===== config.mk =====
export PLATFORM = sky130hd
export DESIGN_NAME = up_tag_arbiter
export DESIGN_NICKNAME = d
export VERILOG_FILES = /design/src/rtl/up_tag_pkg.sv /design/src/rtl/up_tag_pool.sv /design/src/rtl/up_tag_arbiter.sv
export SDC_FILE = /design/constraint.sdc
export NUM_CORES = 1
export LEC_CHECK = 0
export ABC_AREA = 0
export BUFFER_PORTS_ARGS = -buffer_cell sky130_fd_sc_hd__buf_2
export CAP_MARGIN = 15
export CELL_PAD_IN_SITES_DETAIL_PLACEMENT = 1
export CELL_PAD_IN_SITES_GLOBAL_PLACEMENT = 1
export CORE_AREA = 2 2 323 325
export DETAILED_ROUTE_END_ITERATION = 8
export DIE_AREA = 0 0 325 327
export PLACE_DENSITY_LB_ADDON = 0.1
export SYNTH_ARGS = -nofsm -noshare
export SYNTH_HDL_FRONTEND = slang
export SYNTH_SLANG_ARGS = --single-unit

===== constraint.sdc =====
create_clock -name pcie_clk -period 12.45 [get_ports pcie_clk]
set_input_delay 2.49 -clock pcie_clk [delete_from_list [all_inputs] [get_ports pcie_clk]]
set_output_delay 2.49 -clock pcie_clk [all_outputs]
set_load 0.1 [all_outputs]

===== src/rtl/up_tag_pkg.sv =====
// Shared types and constants for the upstream tag arbiter.
package up_tag_pkg;

  localparam int unsigned TAG_W     = 5;
  localparam int unsigned TAG_SPACE = 2 ** TAG_W;
  localparam int unsigned ADDR_W    = 64;
  localparam int unsigned DATA_W    = 64;
  localparam int unsigned ERR_W     = 3;
  localparam int unsigned BUSY_W    = 6;
  localparam int unsigned UNEXP_W   = 8;

  localparam logic [ERR_W-1:0] RSP_OK      = 3'b000;
  localparam logic [ERR_W-1:0] RSP_TIMEOUT = 3'b110;
  localparam logic [ERR_W-1:0] RSP_LEN_ERR = 3'b111;

  typedef struct packed {
    logic              is_read;
    logic [TAG_W-1:0]  tag;
    logic [ADDR_W-1:0] address;
    logic [DATA_W-1:0] writedata;
  } issue_slot_t;

  function automatic logic [BUSY_W-1:0] popcount_tags(input logic [TAG_SPACE-1:0] v);
    logic [BUSY_W-1:0] n;
    n = '0;
    for (int i = 0; i < int'(TAG_SPACE); i++) n = n + BUSY_W'(v[i]);
    return n;
  endfunction

endpackage


===== src/rtl/up_tag_pool.sv =====
// Read-tag pool: free bitmap, lowest-free allocation, owner RAM and completion routing.
// Completion timeouts are compiled in when UP_TAG_TIMEOUT_EN is defined.
module up_tag_pool
  import up_tag_pkg::*;
#(
  parameter  int unsigned NUM_REQ        = 4,
  parameter  int unsigned NUM_TAGS       = 32,
  parameter  int unsigned TIMEOUT_CYCLES = 65535,
  localparam int unsigned OWN_W          = $clog2(NUM_REQ)
) (
  input  logic               pcie_clk,
  input  logic               pcie_rst,
  input  logic               alloc_en,
  input  logic [OWN_W-1:0]   alloc_owner,
  output logic               tag_avail_c,
  output logic [TAG_W-1:0]   alloc_tag_c,
  input  logic               up_ack,
  input  logic [TAG_W-1:0]   up_rxtag,
  input  logic [DATA_W-1:0]  up_readdata,
  input  logic [ERR_W-1:0]   up_err,
  output logic [NUM_REQ-1:0] rsp_valid,
  output logic [DATA_W-1:0]  rsp_readdata,
  output logic [ERR_W-1:0]   rsp_err,
  output logic [BUSY_W-1:0]  tags_busy,
  output logic [UNEXP_W-1:0] unexp_cnt
);

  // Tags at or above NUM_TAGS are never marked busy, so they always miss.
  localparam logic [TAG_SPACE-1:0] TAG_MASK = TAG_SPACE'((64'd1 << NUM_TAGS) - 64'd1);

  logic [TAG_SPACE-1:0] busy_q, busy_d, free_bits;
  logic [OWN_W-1:0]     owner_ram [TAG_SPACE];
  logic                 hit;
  logic                 tmo_fire;
  logic [TAG_W-1:0]     tmo_tag;

  assign free_bits   = ~busy_q & TAG_MASK;
  assign tag_avail_c = |free_bits;
  assign hit         = up_ack & busy_q[up_rxtag];

  // Lowest-index free tag, taken from the pre-free bitmap.
  always_comb begin
    alloc_tag_c = '0;
    for (int t = int'(TAG_SPACE) - 1; t >= 0; t--)
      if (free_bits[TAG_W'(t)]) alloc_tag_c = TAG_W'(t);
  end

`ifdef UP_TAG_TIMEOUT_EN
  localparam int unsigned CNT_W = $clog2(TIMEOUT_CYCLES + 1);

  logic [CNT_W-1:0] tmo_cnt [TAG_SPACE];
  logic             tmo_any;

  // Lowest expired tag; a real completion owns the response port this cycle.
  always_comb begin
    tmo_any = 1'b0;
    tmo_tag = '0;
    for (int t = int'(TAG_SPACE) - 1; t >= 0; t--)
      if (busy_q[TAG_W'(t)] && tmo_cnt[TAG_W'(t)] == CNT_W'(TIMEOUT_CYCLES)) begin
        tmo_any = 1'b1;
        tmo_tag = TAG_W'(t);
      end
  end
  assign tmo_fire = tmo_any & ~hit;

  always_ff @(posedge pcie_clk or posedge pcie_rst) begin
    if (pcie_rst) begin
      for (int t = 0; t < int'(TAG_SPACE); t++) tmo_cnt[TAG_W'(t)] <= '0;
    end else begin
      for (int t = 0; t < int'(TAG_SPACE); t++)
        if (alloc_en && alloc_tag_c == TAG_W'(t))
          tmo_cnt[TAG_W'(t)] <= '0;
        else if (busy_q[TAG_W'(t)] && tmo_cnt[TAG_W'(t)] != CNT_W'(TIMEOUT_CYCLES))
          tmo_cnt[TAG_W'(t)] <= tmo_cnt[TAG_W'(t)] + CNT_W'(1);
    end
  end
`else
  // No timeouts: tags stay busy until their completion arrives.
  assign tmo_fire = 1'b0 & (TIMEOUT_CYCLES != 0);
  assign tmo_tag  = '0;
`endif

  always_comb begin
    busy_d = busy_q;
    if (hit)      busy_d[up_rxtag]    = 1'b0;
    if (tmo_fire) busy_d[tmo_tag]     = 1'b0;
    if (alloc_en) busy_d[alloc_tag_c] = 1'b1;
  end

  always_ff @(posedge pcie_clk) begin
    if (alloc_en) owner_ram[alloc_tag_c] <= alloc_owner;
  end

  always_ff @(posedge pcie_clk or posedge pcie_rst) begin
    if (pcie_rst) begin
      busy_q       <= '0;
      tags_busy    <= '0;
      unexp_cnt    <= '0;
      rsp_valid    <= '0;
      rsp_readdata <= '0;
      rsp_err      <= RSP_OK;
    end else begin
      busy_q    <= busy_d;
      tags_busy <= popcount_tags(busy_d);
      rsp_valid <= '0;
      if (hit) begin
        rsp_valid    <= NUM_REQ'(1) << owner_ram[up_rxtag];
        rsp_readdata <= up_readdata;
        rsp_err      <= up_err;
      end else if (tmo_fire) begin
        rsp_valid    <= NUM_REQ'(1) << owner_ram[tmo_tag];
        rsp_readdata <= '0;
        rsp_err      <= RSP_TIMEOUT;
      end
      if (up_ack && !hit && unexp_cnt != {UNEXP_W{1'b1}})
        unexp_cnt <= unexp_cnt + UNEXP_W'(1);
    end
  end

endmodule


===== src/rtl/up_tag_arbiter.sv =====
// Round-robin arbiter sharing the TLP processor upstream port among NUM_REQ requesters.
// Optional completion timeout enabled by defining UP_TAG_TIMEOUT_EN.
module up_tag_arbiter
  import up_tag_pkg::*;
#(
  parameter int unsigned NUM_REQ        = 4,
  parameter int unsigned NUM_TAGS       = 32,
  parameter int unsigned TIMEOUT_CYCLES = 65535
) (
  input  logic                      pcie_clk,
  input  logic                      pcie_rst,
  input  logic [NUM_REQ-1:0]        req_read,
  input  logic [NUM_REQ-1:0]        req_write,
  input  logic [NUM_REQ*ADDR_W-1:0] req_address,
  input  logic [NUM_REQ*DATA_W-1:0] req_writedata,
  output logic [NUM_REQ-1:0]        req_gnt,
  output logic [NUM_REQ-1:0]        rsp_valid,
  output logic [DATA_W-1:0]         rsp_readdata,
  output logic [ERR_W-1:0]          rsp_err,
  output logic                      up_read,
  output logic                      up_write,
  output logic [TAG_W-1:0]          up_txtag,
  output logic [ADDR_W-1:0]         up_address,
  output logic [DATA_W-1:0]         up_writedata,
  input  logic                      up_wait,
  input  logic [TAG_W-1:0]          up_rxtag,
  input  logic [DATA_W-1:0]         up_readdata,
  input  logic                      up_ack,
  input  logic [ERR_W-1:0]          up_err,
  output logic [BUSY_W-1:0]         tags_busy,
  output logic [UNEXP_W-1:0]        unexp_cnt
);

  localparam int unsigned OWN_W = $clog2(NUM_REQ);

  issue_slot_t        slot_q, slot_d;
  logic               slot_valid;
  logic               fire, arb_en, tag_avail, win_valid, win_read;
  logic [OWN_W-1:0]   rr_ptr, win;
  logic [TAG_W-1:0]   alloc_tag;
  logic [NUM_REQ-1:0] eligible;
  logic [ADDR_W-1:0]  addr_arr [NUM_REQ];
  logic [DATA_W-1:0]  wdata_arr [NUM_REQ];
  int unsigned        rr_idx;

  for (genvar g = 0; g < NUM_REQ; g++) begin : g_split
    assign addr_arr[g]  = req_address[g*ADDR_W +: ADDR_W];
    assign wdata_arr[g] = req_writedata[g*DATA_W +: DATA_W];
  end

  assign fire         = slot_valid & ~up_wait;
  assign up_read      = fire & slot_q.is_read;
  assign up_write     = fire & ~slot_q.is_read;
  assign up_txtag     = slot_q.tag;
  assign up_address   = slot_q.address;
  assign up_writedata = slot_q.writedata;

  // Slot can accept a new request when empty or emptying this cycle.
  assign arb_en   = (~slot_valid | fire) & ~pcie_rst;
  assign eligible = req_write | (req_read & {NUM_REQ{tag_avail}});

  always_comb begin
    win_valid = 1'b0;
    win       = '0;
    rr_idx    = 0;
    for (int unsigned k = 0; k < NUM_REQ; k++) begin
      rr_idx = (32'(rr_ptr) + k) % NUM_REQ;
      if (arb_en && !win_valid && eligible[OWN_W'(rr_idx)]) begin
        win_valid = 1'b1;
        win       = OWN_W'(rr_idx);
      end
    end
  end

  // Read wins over write when a requester asserts both and a tag is free.
  assign win_read = win_valid & req_read[win] & tag_avail;
  assign req_gnt  = win_valid ? (NUM_REQ'(1) << win) : '0;

  always_comb begin
    slot_d.is_read   = win_read;
    slot_d.tag       = win_read ? alloc_tag : '0;
    slot_d.address   = addr_arr[win];
    slot_d.writedata = wdata_arr[win];
  end

  always_ff @(posedge pcie_clk or posedge pcie_rst) begin
    if (pcie_rst) begin
      slot_valid <= 1'b0;
      slot_q     <= '0;
      rr_ptr     <= '0;
    end else begin
      if (fire) slot_valid <= 1'b0;
      if (win_valid) begin
        slot_valid <= 1'b1;
        slot_q     <= slot_d;
        rr_ptr     <= (win == OWN_W'(NUM_REQ - 1)) ? '0 : win + OWN_W'(1);
      end
    end
  end

  up_tag_pool #(
    .NUM_REQ        (NUM_REQ),
    .NUM_TAGS       (NUM_TAGS),
    .TIMEOUT_CYCLES (TIMEOUT_CYCLES)
  ) u_pool (
    .pcie_clk     (pcie_clk),
    .pcie_rst     (pcie_rst),
    .alloc_en     (win_read),
    .alloc_owner  (win),
    .tag_avail_c  (tag_avail),
    .alloc_tag_c  (alloc_tag),
    .up_ack       (up_ack),
    .up_rxtag     (up_rxtag),
    .up_readdata  (up_readdata),
    .up_err       (up_err),
    .rsp_valid    (rsp_valid),
    .rsp_readdata (rsp_readdata),
    .rsp_err      (rsp_err),
    .tags_busy    (tags_busy),
    .unexp_cnt    (unexp_cnt)
  );

endmodule


==> results.md, run 1 <==
- Setup repair after global routing left no endpoint under its margin.
- The final global-route overflow total is 0.
- The post-cts hold buffer count is 0.
- The final cell count without fillers is 3527.
- Among all stages on the critical path, the largest delay is contributed by sky130_fd_sc_hd__a21boi_0.
- The width of the chip is ~330 µm.
- The critical path goes through buf_2 > a21boi_0 > nor2_1 > a221oi_2 > a21boi_0 > o32ai_4 > mux2_2 > buf_4 > o31ai_1 > fa_1 > inv_1 > fa_1 > inv_1 > fa_1 > fa_1 > fa_1 > inv_1 > fa_1 > inv_1 > fa_1 > fa_1 > a21o_1 > a21oi_1 > xnor2_1.
- For this run, design rule violations remaining after detail routing come to 0.
- Of the available clock period, the critical path in the final layout requires 0.7776.
- The cell family contributing the most delay on the critical path is adder cells.
- The first global-routing pass estimated roughly 120 mm of wire.
- The largest clock skew in the final design is 0.02272 ns.
- Counting stages on the worst path, the most repeated cell is sky130_fd_sc_hd__fa_1.
- Data arrives at the worst endpoint at ~10 ns.
- The number of unique standard cell types used by synthesis is 62.
- The number of max-slew violations in the final report was 0.
- The met1 wire length is between 30 and 40 mm.
- The count of boundary I/O pins is approximately 800.
- The root buffer cell is sky130_fd_sc_hd__clkbuf_16.
- The most critical setup path has its startpoint at req_read[1].
- In this run the deepest clock path goes through 3 buffers.
- For this configuration, the core starts out at a cell density of 0.1610.
- The uppermost metal layer occupied by signal nets is met5.
- The worst reg-to-reg path cell count is 25.
- The vias per cell is approximately 4.1.
- The kind of capture point of the worst setup path is a flop.
- The share of synthesized area occupied by flip-flops and latches is 0.4401.
- In this run, synthesis inferred 32 flip-flops with an integrated enable.
- The final layout contains ~2700 nets.
- The number of warnings reported in the yosys synthesis log is 0.
- Counting tap cells, the placed design contains a total of between 3000 and 4000 instances.
- The cell count after synthesis came out at between 1000 and 1500.
- The synthesized netlist occupies a cell area of approximately 0.017 mm².
- The post-CTS setup repair buffer count is 0.
- The number of detailed-routing iterations run before antenna repair is 5.
- Sorting the synthesized cells by area gives the leading types as sky130_fd_sc_hd__dfrtp_1 (38%), sky130_fd_sc_hd__mux2i_1 (16%), sky130_fd_sc_hd__a221oi_1 (6.8%).
- The count of final hold-check violations was 0.
- The final setup TNS is 0 ns.
- Compared with the post-synthesis result, the final layout area differs by 36.39%.
- The insertion delay to the later sink of the worst-skew pair is ~0.58 ns.
- The share of async-settable or async-resettable flops after synthesis is 0.8877.
- Summed over all layers, the routed wires come to 85.82 mm.
- The number of clock sinks is between 200 and 300.
- The die is 327 µm tall.
- The depth of the worst hold-timing path is 2.
- In the global route stage, overall resource usage came out at 0.1560.
- In the final layout, the share of cells above drive strength 1 is 0.4738.
- The cell type with the highest aggregate area in the netlist is sky130_fd_sc_hd__dfrtp_1.
- The via count of the first global-routing pass is between 15000 and 20000.
- The total met2 wirelength after detailed routing is ~44 mm.
- The reg-to-reg critical path startpoint is u_pool.busy_q[10].
- In this run the critical register-to-register path is captured at u_pool.tags_busy[4].
- In this run the number of H-tree levels came out at 2.
- The worst hold slack is 0.4755 ns.
- The placeable core region is approximately 0.10 mm².
- The final setup violation count is 0.
- The area enclosed by the die boundary is ~0.11 mm².
- Fill cells in the final layout number 11940.
- The number of violations of the max-capacitance limit is 0.
- The class of the tightest hold or removal check is flop to flop.
- The number of buffer cells added on primary ports is 818.
- For the pin with the worst max-slew slack, the measured transition is 1.083 ns.
- The hold path startpoint is up_txtag[3].
- Averaged over all synthesized cells, the footprint is 11.37 µm².
- The number of synthesized register bits is approximately 290.
- The wire length on met3 is between 5 and 6 mm.
- For this block, the initial DRC count from the detailed router was between 500 and 600.
- The run finished with clean final reports.
- The weighted congestion reported at the end of routability-driven placement is 0.8564.
- The primary flip-flop cell chosen by synthesis mapping is sky130_fd_sc_hd__dfrtp_1.
- The number of buffers added by the clock tree synthesis step is between 40 and 50.
- STA classifies the critical path startpoint as an input port.
- The headroom to the max-slew limit is 0.2781.
- The CTS tree is yes.
- The final antenna-violating net count is 0.
- The net count of the mapped netlist is 2090.
- The number of antenna violations at the first check in global routing is 36.
- The floorplan has around 120 rows.
- Once detailed placement completed, the half-perimeter wirelength came to roughly 69 mm.
- The worst setup path is of the input port to flop kind.
- The worst setup slack for register-to-register paths is between 3 and 4 ns.
- After clock tree synthesis, the clock-pin slew on the worst setup and hold paths is ~0.06 ns.
- Entering global routing, the biggest net connects between 100 and 150 pins.
- The worst path buffer plus inverter count is 6.
- For this block, the via count after detailed routing is between 10000 and 15000.
- Gates resized during post-CTS repair numbered 0.
- The sink of the worst hold path is up_txtag[3].
- The routed wirelength normalized by instance count is 24.33 µm.
- After layout, the minimum clock period comes to 9.681 ns.
- The largest single stage delay on the critical path is around 0.6 ns.
- For this run, the top clock speed supported by timing is 103.3 MHz.
- The area share of the largest cell type after synthesis is 0.3821.
- For the worst setup path, the data required time is between 10 and 15 ns.
- The largest driver fanout on the critical path is 41.
[synthesized netlist by cell type, types with 2 or more instances]
cell                        instances
sky130_fd_sc_hd__nor3_1             8
sky130_fd_sc_hd__buf_4            147
sky130_fd_sc_hd__xor2_1             4
sky130_fd_sc_hd__edfxtp_1          32
sky130_fd_sc_hd__nor3b_1            3
sky130_fd_sc_hd__fa_1              24
sky130_fd_sc_hd__nor2_1           150
sky130_fd_sc_hd__mux4_2            18
sky130_fd_sc_hd__nand3_1            3
sky130_fd_sc_hd__a21boi_0           7
sky130_fd_sc_hd__o21a_1            10
sky130_fd_sc_hd__nand2b_1           5
sky130_fd_sc_hd__o21bai_1           2
sky130_fd_sc_hd__nor4_4             2
sky130_fd_sc_hd__buf_2             21
sky130_fd_sc_hd__o2111ai_1          2
sky130_fd_sc_hd__xnor2_1            6
sky130_fd_sc_hd__mux2_2            69
sky130_fd_sc_hd__a2bb2oi_1          2
sky130_fd_sc_hd__o32ai_1            4
sky130_fd_sc_hd__nand2_1           43
sky130_fd_sc_hd__or3_1              2
sky130_fd_sc_hd__a21bo_2            2
sky130_fd_sc_hd__buf_1              2
sky130_fd_sc_hd__nand4_1           10
sky130_fd_sc_hd__a21oi_1            5
sky130_fd_sc_hd__nor2b_1            6
sky130_fd_sc_hd__a221oi_1         129
sky130_fd_sc_hd__a21o_1             3
sky130_fd_sc_hd__dfrtp_1          253
sky130_fd_sc_hd__clkbuf_1          63
sky130_fd_sc_hd__a31oi_1            6
sky130_fd_sc_hd__mux2i_1          260
sky130_fd_sc_hd__nor4_1             4
sky130_fd_sc_hd__o31ai_1           14
sky130_fd_sc_hd__and2_1             6
sky130_fd_sc_hd__or2_2              2
sky130_fd_sc_hd__inv_1             43
sky130_fd_sc_hd__o21ai_0           35
sky130_fd_sc_hd__o31a_1             6
sky130_fd_sc_hd__nand3b_1           5
sky130_fd_sc_hd__and3_1             5
sky130_fd_sc_hd__ha_1              13
sky130_fd_sc_hd__o41ai_2            3
[logic make-up (layout without fill, tap and decap cells)]
| group | after synthesis | after routing | synth area share |
|---|---|---|---|
| simple gates | 259 | 259 | 0.07129 |
| other cells | 1 | 10 | 0.0002263 |
| xor+xnor | 10 | 10 | 0.005286 |
| flops | 285 | 285 | 0.4401 |
| mux | 347 | 347 | 0.2284 |
| buf+inv | 276 | 957 | 0.09742 |
| compound gates | 242 | 242 | 0.1184 |
| fa+ha+maj | 37 | 37 | 0.03882 |
[per-stage QoR]
step / area (µm²) / utilization / setup WS, ns
2_1_floorplan: 16570 / - / 2.940
3_3_place_gp: 21130 / 0.2053 / 2.289
3_5_place_dp: 21130 / 0.2053 / 2.230
4_1_cts: 22580 / 0.2194 / 2.811
5_1_grt: 22590 / 0.2195 / 2.365
6_report: 22600 / 0.2196 / 2.769
[placed cells by master, fill, tap and decap left out, drive strengths merged, types with 6 or more instances in the layout]
cell type  netlist  routed
o21a            10      10
nor2b            6       6
a21boi           8       8
clkinv           0      13
inv             43      46
nand2           43      43
o21ai           35      35
buf            170     836
fa              24      24
a31oi            6       6
mux2i          260     260
and2             6       6
nor2           150     150
o31a             6       6
nor4             6       6
nor3             8       8
o31ai           14      14
edfxtp          32      32
mux2            69      69
nand4           11      11
diode            0       9
mux4            18      18
a221oi         130     130
dfrtp          253     253
ha              13      13
clkbuf          63      59
xnor2            6       6
[worst reg2reg max path, cell delays in order (launching register included)]
cell,delay (ns)
sky130_fd_sc_hd__dfrtp_1,0.47
sky130_fd_sc_hd__nand4_2,0.22
sky130_fd_sc_hd__nor4_4,0.56
sky130_fd_sc_hd__a21boi_0,0.40
sky130_fd_sc_hd__nor2_1,0.27
sky130_fd_sc_hd__a221oi_2,0.16
sky130_fd_sc_hd__o41ai_4,0.74
sky130_fd_sc_hd__mux2i_1,0.30
sky130_fd_sc_hd__mux2_2,0.26
sky130_fd_sc_hd__buf_4,0.42
sky130_fd_sc_hd__o31ai_1,0.22
sky130_fd_sc_hd__fa_1,0.58
sky130_fd_sc_hd__inv_1,0.07
sky130_fd_sc_hd__fa_1,0.52
sky130_fd_sc_hd__inv_1,0.06
sky130_fd_sc_hd__fa_1,0.55
sky130_fd_sc_hd__fa_1,0.46
sky130_fd_sc_hd__fa_1,0.52
sky130_fd_sc_hd__inv_1,0.05
sky130_fd_sc_hd__fa_1,0.50
sky130_fd_sc_hd__inv_1,0.05
sky130_fd_sc_hd__fa_1,0.47
sky130_fd_sc_hd__fa_1,0.42
sky130_fd_sc_hd__a21o_1,0.19
sky130_fd_sc_hd__a21oi_1,0.17
sky130_fd_sc_hd__xnor2_1,0.13
[worst max path at each step]
stage | slack (ns) | to | depth (start not counted)
floorplan | 2.94 | u_pool.tags_busy[4] | 25
global placement | 2.29 | u_pool.tags_busy[4] | 24
detailed placement | 2.23 | u_pool.tags_busy[4] | 24
CTS | 2.81 | u_pool.tags_busy[4] | 24
global route | 2.36 | u_pool.tags_busy[4] | 24
finish | 2.77 | u_pool.tags_busy[4] | 24
[registers in the layout (all words and copies together) (netlist names), 4 cells and up]
signal               flops
up_txtag                 4
u_pool.tags_busy         6
up_address              64
u_pool.unexp_cnt         8
u_pool.busy_q           32
u_pool.owner_ram        32
u_pool.rsp_valid         4
u_pool.rsp_readdata     64
up_writedata            64
[per-layer routing]
metal	vias up	GRT usage
met5	-	0
met4	20	0.05304
met3	149	0.04342
met2	589	0.2783
met1	7221	0.1786
li1	6536	-
[cell type report]
| cell class | instances | area, µm² | area share |
|---|---|---|---|
| Antenna cell | 9 | 22.52 | 0.0009966 |
| Clock inverter | 19 | 230.2 | 0.01019 |
| Sequential cell | 285 | 7292 | 0.3227 |
| Inverter | 43 | 168.9 | 0.007475 |
| Multi-Input combinational cell | 896 | 7700 | 0.3407 |
| Tap cell | 1380 | 1727 | 0.07641 |
| Clock buffer | 59 | 1216 | 0.05382 |
| Timing Repair Buffer | 836 | 4242 | 0.1877 |
Power of run 1 is left out: the tool's default activity adds up to more than one toggle a clock period on the data nets, which glitch-free logic cannot reach.
==> inputs of run 2 (changes only) <==
--- a/config.mk
+++ b/config.mk
@@ -10,9 +10,9 @@
 export CAP_MARGIN = 15
 export CELL_PAD_IN_SITES_DETAIL_PLACEMENT = 1
 export CELL_PAD_IN_SITES_GLOBAL_PLACEMENT = 1
-export CORE_AREA = 2 2 323 325
+export CORE_AREA = 2 2 324 326
 export DETAILED_ROUTE_END_ITERATION = 8
-export DIE_AREA = 0 0 325 327
+export DIE_AREA = 0 0 326 328
 export PLACE_DENSITY_LB_ADDON = 0.1
 export SYNTH_ARGS = -nofsm -noshare
 export SYNTH_HDL_FRONTEND = slang
==> constraint.sdc (replaced) <==
create_clock -name pcie_clk -period 8.56 [get_ports pcie_clk]
set_input_delay 1.712 -clock pcie_clk [delete_from_list [all_inputs] [get_ports pcie_clk]]
set_output_delay 1.712 -clock pcie_clk [all_outputs]
set_load 0.1 [all_outputs]
==> run 2 against run 1 <==
Compared with the run above: first-iteration DRC count is 16% higher; worst hold slack better by 0.0076 ns; clock-buffer cell count stayed put; utilization is 0.46 points higher; sequential share of layout area is 0.76 points lower; register-to-register slack worse by 3.1 ns; die area is 0.61% higher; final area is 2.4% higher; sequential cell count stayed put; critical path type unchanged.
==> results.md, run 2 (same netlist as run 1, synthesis figures left out) <==
- The depth of the worst hold-timing path is 2 (unchanged).
- The number of max-slew violations in the final report is 0 (unchanged).
- The worst setup slack for register-to-register paths came to 0.52 ns (-3.08 ns).
- The share of post-route cells with drive strength above 1 was 0.4895 (+0.01574).
- The post-cts hold buffer count came to 0 (unchanged).
- The library cell used most frequently in the layout, excluding fill and tap cells, is sky130_fd_sc_hd__buf_2.
- STA classifies the critical path startpoint as an input port.
- The weighted congestion reported at the end of routability-driven placement is 0.8072 (-5.7%).
- The sequential cell area is 0.007292 mm² (unchanged).
- The number of inserted filler cells in the final layout is 11900 (-0.36%).
- The count of final hold-check violations is 0 (unchanged).
- In the finished design, the share of the clock period the worst path needs comes to 0.9548.
- The final instance area came to 0.02314 mm² (+2.4%).
- The count of boundary I/O pins is 820 (unchanged).
- The maximum clock frequency is roughly 120 MHz.
- The first-pass GRT wire length is 121.6 mm (+1.0%).
- The top cell types in the final layout, fill and taps aside, are sky130_fd_sc_hd__buf_2 (818), sky130_fd_sc_hd__mux2i_1 (260), sky130_fd_sc_hd__dfrtp_1 (253), sky130_fd_sc_hd__nor2_1 (148), sky130_fd_sc_hd__a221oi_1 (128).
- The deepest clock path buffer count is 3 (unchanged).
- The post-DP HPWL is 70.02 mm (+2.0%).
- The placeable core region is 0.1032 mm² (+0.29%).
- The final antenna-violating net count was 0 (unchanged).
- The initial cell density of the core was 0.1605 (-0.0004607).
- The worst register-to-register path begins at u_pool.busy_q[17].
- The via count of the first global-routing pass came to 16100 (+0.64%).
- The largest clock skew in the final design is 0.03311 ns (+0.01039 ns).
- The data required time of the worst path is 9.06 ns (-3.88 ns).
- The number of cell rows is 118 (unchanged).
- The data arrival time of the critical path is 8.67 ns (-1.50 ns).
- The root buffer cell is sky130_fd_sc_hd__clkbuf_16.
- In this run the worst hold path is classified as flop to flop.
- The combined area of the multi-input logic cells is 0.007741 mm² (+0.54%).
- The CTS H-tree depth is 2 (unchanged).
- The flow ran to the end, and the final reports show no timing, DRC or antenna violations.
- The width of the chip is 326 µm (+0.31%).
- The headroom to the max-slew limit is 0.2768 (-0.001361).
- The number of buffers added by the clock tree synthesis step came to 42 (unchanged).
- The final global-route overflow total is 0 (unchanged).
- The total placed instance area is 0.02162 mm² (+2.3%).
- The sink of the worst hold path is up_txtag[2].
- The kind of capture point of the worst setup path is a flop.
- The number of violations of the max-capacitance limit is 0 (unchanged).
- The hold path startpoint is up_txtag[2].
- The total detailed-routing wirelength is 87.35 mm (+1.8%).
- The number of buffer cells added on primary ports is 818 (unchanged).
- The routed wirelength normalized by instance count is 24.36 µm (+0.11%).
- The clock input transition at the sequential cells of the worst setup and hold paths is 0.05 ns (about the same).
- Setup repair after global routing left no endpoint under its margin.
- The combined global-route utilization of all metal layers is 0.1575 (+0.001497).
- The number of detailed-routing iterations run before antenna repair came to 5 (unchanged).
- The final setup TNS was 0 ns (unchanged).
- The critical path in this run is classified as input port to flop.
- TritonCTS built the clock tree.
- The vias per cell was 4.083 (-0.80%).
- The post-route DRC violation count came to 0 (unchanged).
- The final setup violation count was 0 (unchanged).
- The minimum clock period is roughly 8.2 ns.
- The actual slew at the worst max-slew pin is 1.085 ns (+0.002041 ns).
- The insertion delay to the later sink of the worst-skew pair is 0.59 ns (about the same).
- The worst register-to-register path ends at u_pool.tags_busy[4].
- The number of clock sinks came to 285 (unchanged).
- The worst reg-to-reg path cell count was 27 (+8.0%).
- The via count is 14640 (+0.86%).
- The number of antenna violations at the first check in global routing is 44 (+22%).
- The die outline height is 328 µm (+0.31%).
- The largest driver fanout on the critical path is 3 (-93%).
- The final-stage net count is 2803 (+2.4%).
- Relative to the synthesized area, the layout overhead comes to 39.68%.
- The violation count after the first detailed-routing iteration came to 613 (+16%).
- The maximum number of pins on one net before global-route repair is 152 (+4.8%).
- The area enclosed by the die boundary was 0.1069 mm² (+0.61%).
[run 2: changes by cell type in the layout (fill, tap and decap cells not counted), sizes merged]
| cell | delta |
|---|---|
| buf | +66 |
| bufinv | +2 |
| clkinv | -3 |
| clkinvlp | +1 |
| diode | -3 |
| inv | -4 |
[run 2: worst max path at each step]
stage	startpoint	to	slack, ns	cells after the start
after global placement	req_read[1]	u_pool.tags_busy[4]	-0.48	24
after detailed placement	req_read[1]	u_pool.tags_busy[4]	-0.44	24
final	req_read[2]	u_pool.tags_busy[4]	0.39	25
after global routing	u_pool.busy_q[25]	u_pool.tags_busy[4]	0.04	27
after CTS	req_read[1]	u_pool.tags_busy[4]	0.12	24
after floorplan	req_read[1]	u_pool.tags_busy[4]	-0.06	25
[run 2: per-stage QoR]
stage,utilization,setup WS [ns],hold slack [ns],std cells
3_5_place_dp,0.2095,-0.4430,0.4753,3504
5_1_grt,0.2242,0.03522,0.5161,3584
3_3_place_gp,0.2095,-0.4766,0.4703,3504
4_1_cts,0.2235,0.1167,0.4873,3578
2_1_floorplan,-,-0.05515,0.4498,1457
6_report,0.2242,0.3870,0.4831,3586
[run 2: cell type report]
| type | count | area share |
|---|---|---|
| Multi-Input combinational cell | 896 | 0.3345 |
| Sequential cell | 285 | 0.3151 |
| Timing Repair Buffer | 902 | 0.2054 |
| Tap cell | 1380 | 0.07461 |
| Clock buffer | 59 | 0.05304 |
| Clock inverter | 15 | 0.009570 |
| Inverter | 43 | 0.007137 |
| Antenna cell | 6 | 0.0006488 |
[run 2: timing repair]
item                                    in CTS  in global routing
gates resized for setup                      0                 13
setup buffers                                0                  2
endpoints found under the setup margin       0                  4
[run 2: critical path: stages]
cell and delay [ns]:
sky130_fd_sc_hd__buf_2 0.12, sky130_fd_sc_hd__a21boi_1 0.15, sky130_fd_sc_hd__o32ai_1 0.36, sky130_fd_sc_hd__a221oi_2 0.13, sky130_fd_sc_hd__buf_4 0.19, sky130_fd_sc_hd__o41ai_4 0.43
sky130_fd_sc_hd__mux2i_1 0.12, sky130_fd_sc_hd__mux2_4 0.33, sky130_fd_sc_hd__o31ai_4 0.21, sky130_fd_sc_hd__ha_1 0.29, sky130_fd_sc_hd__fa_1 0.53, sky130_fd_sc_hd__inv_1 0.07
sky130_fd_sc_hd__fa_1 0.50, sky130_fd_sc_hd__inv_1 0.05, sky130_fd_sc_hd__fa_1 0.54, sky130_fd_sc_hd__fa_1 0.45, sky130_fd_sc_hd__fa_1 0.52, sky130_fd_sc_hd__inv_1 0.06
sky130_fd_sc_hd__fa_1 0.51, sky130_fd_sc_hd__inv_1 0.06, sky130_fd_sc_hd__fa_1 0.46, sky130_fd_sc_hd__fa_1 0.40, sky130_fd_sc_hd__a21o_1 0.19, sky130_fd_sc_hd__a21oi_1 0.17
sky130_fd_sc_hd__xnor2_1 0.13
[run 2: per-layer routing]
layer | GRT usage | vias to the layer above | part of all wire
met5 | 0 | - | 0.0020
met1 | 0.1847 | 7246 | 0.39
li1 | - | 6667 | -
met2 | 0.2779 | 558 | 0.51
met4 | 0.04739 | 28 | 0.029
met3 | 0.04378 | 141 | 0.065
Power of run 2 is left out for the same reason.
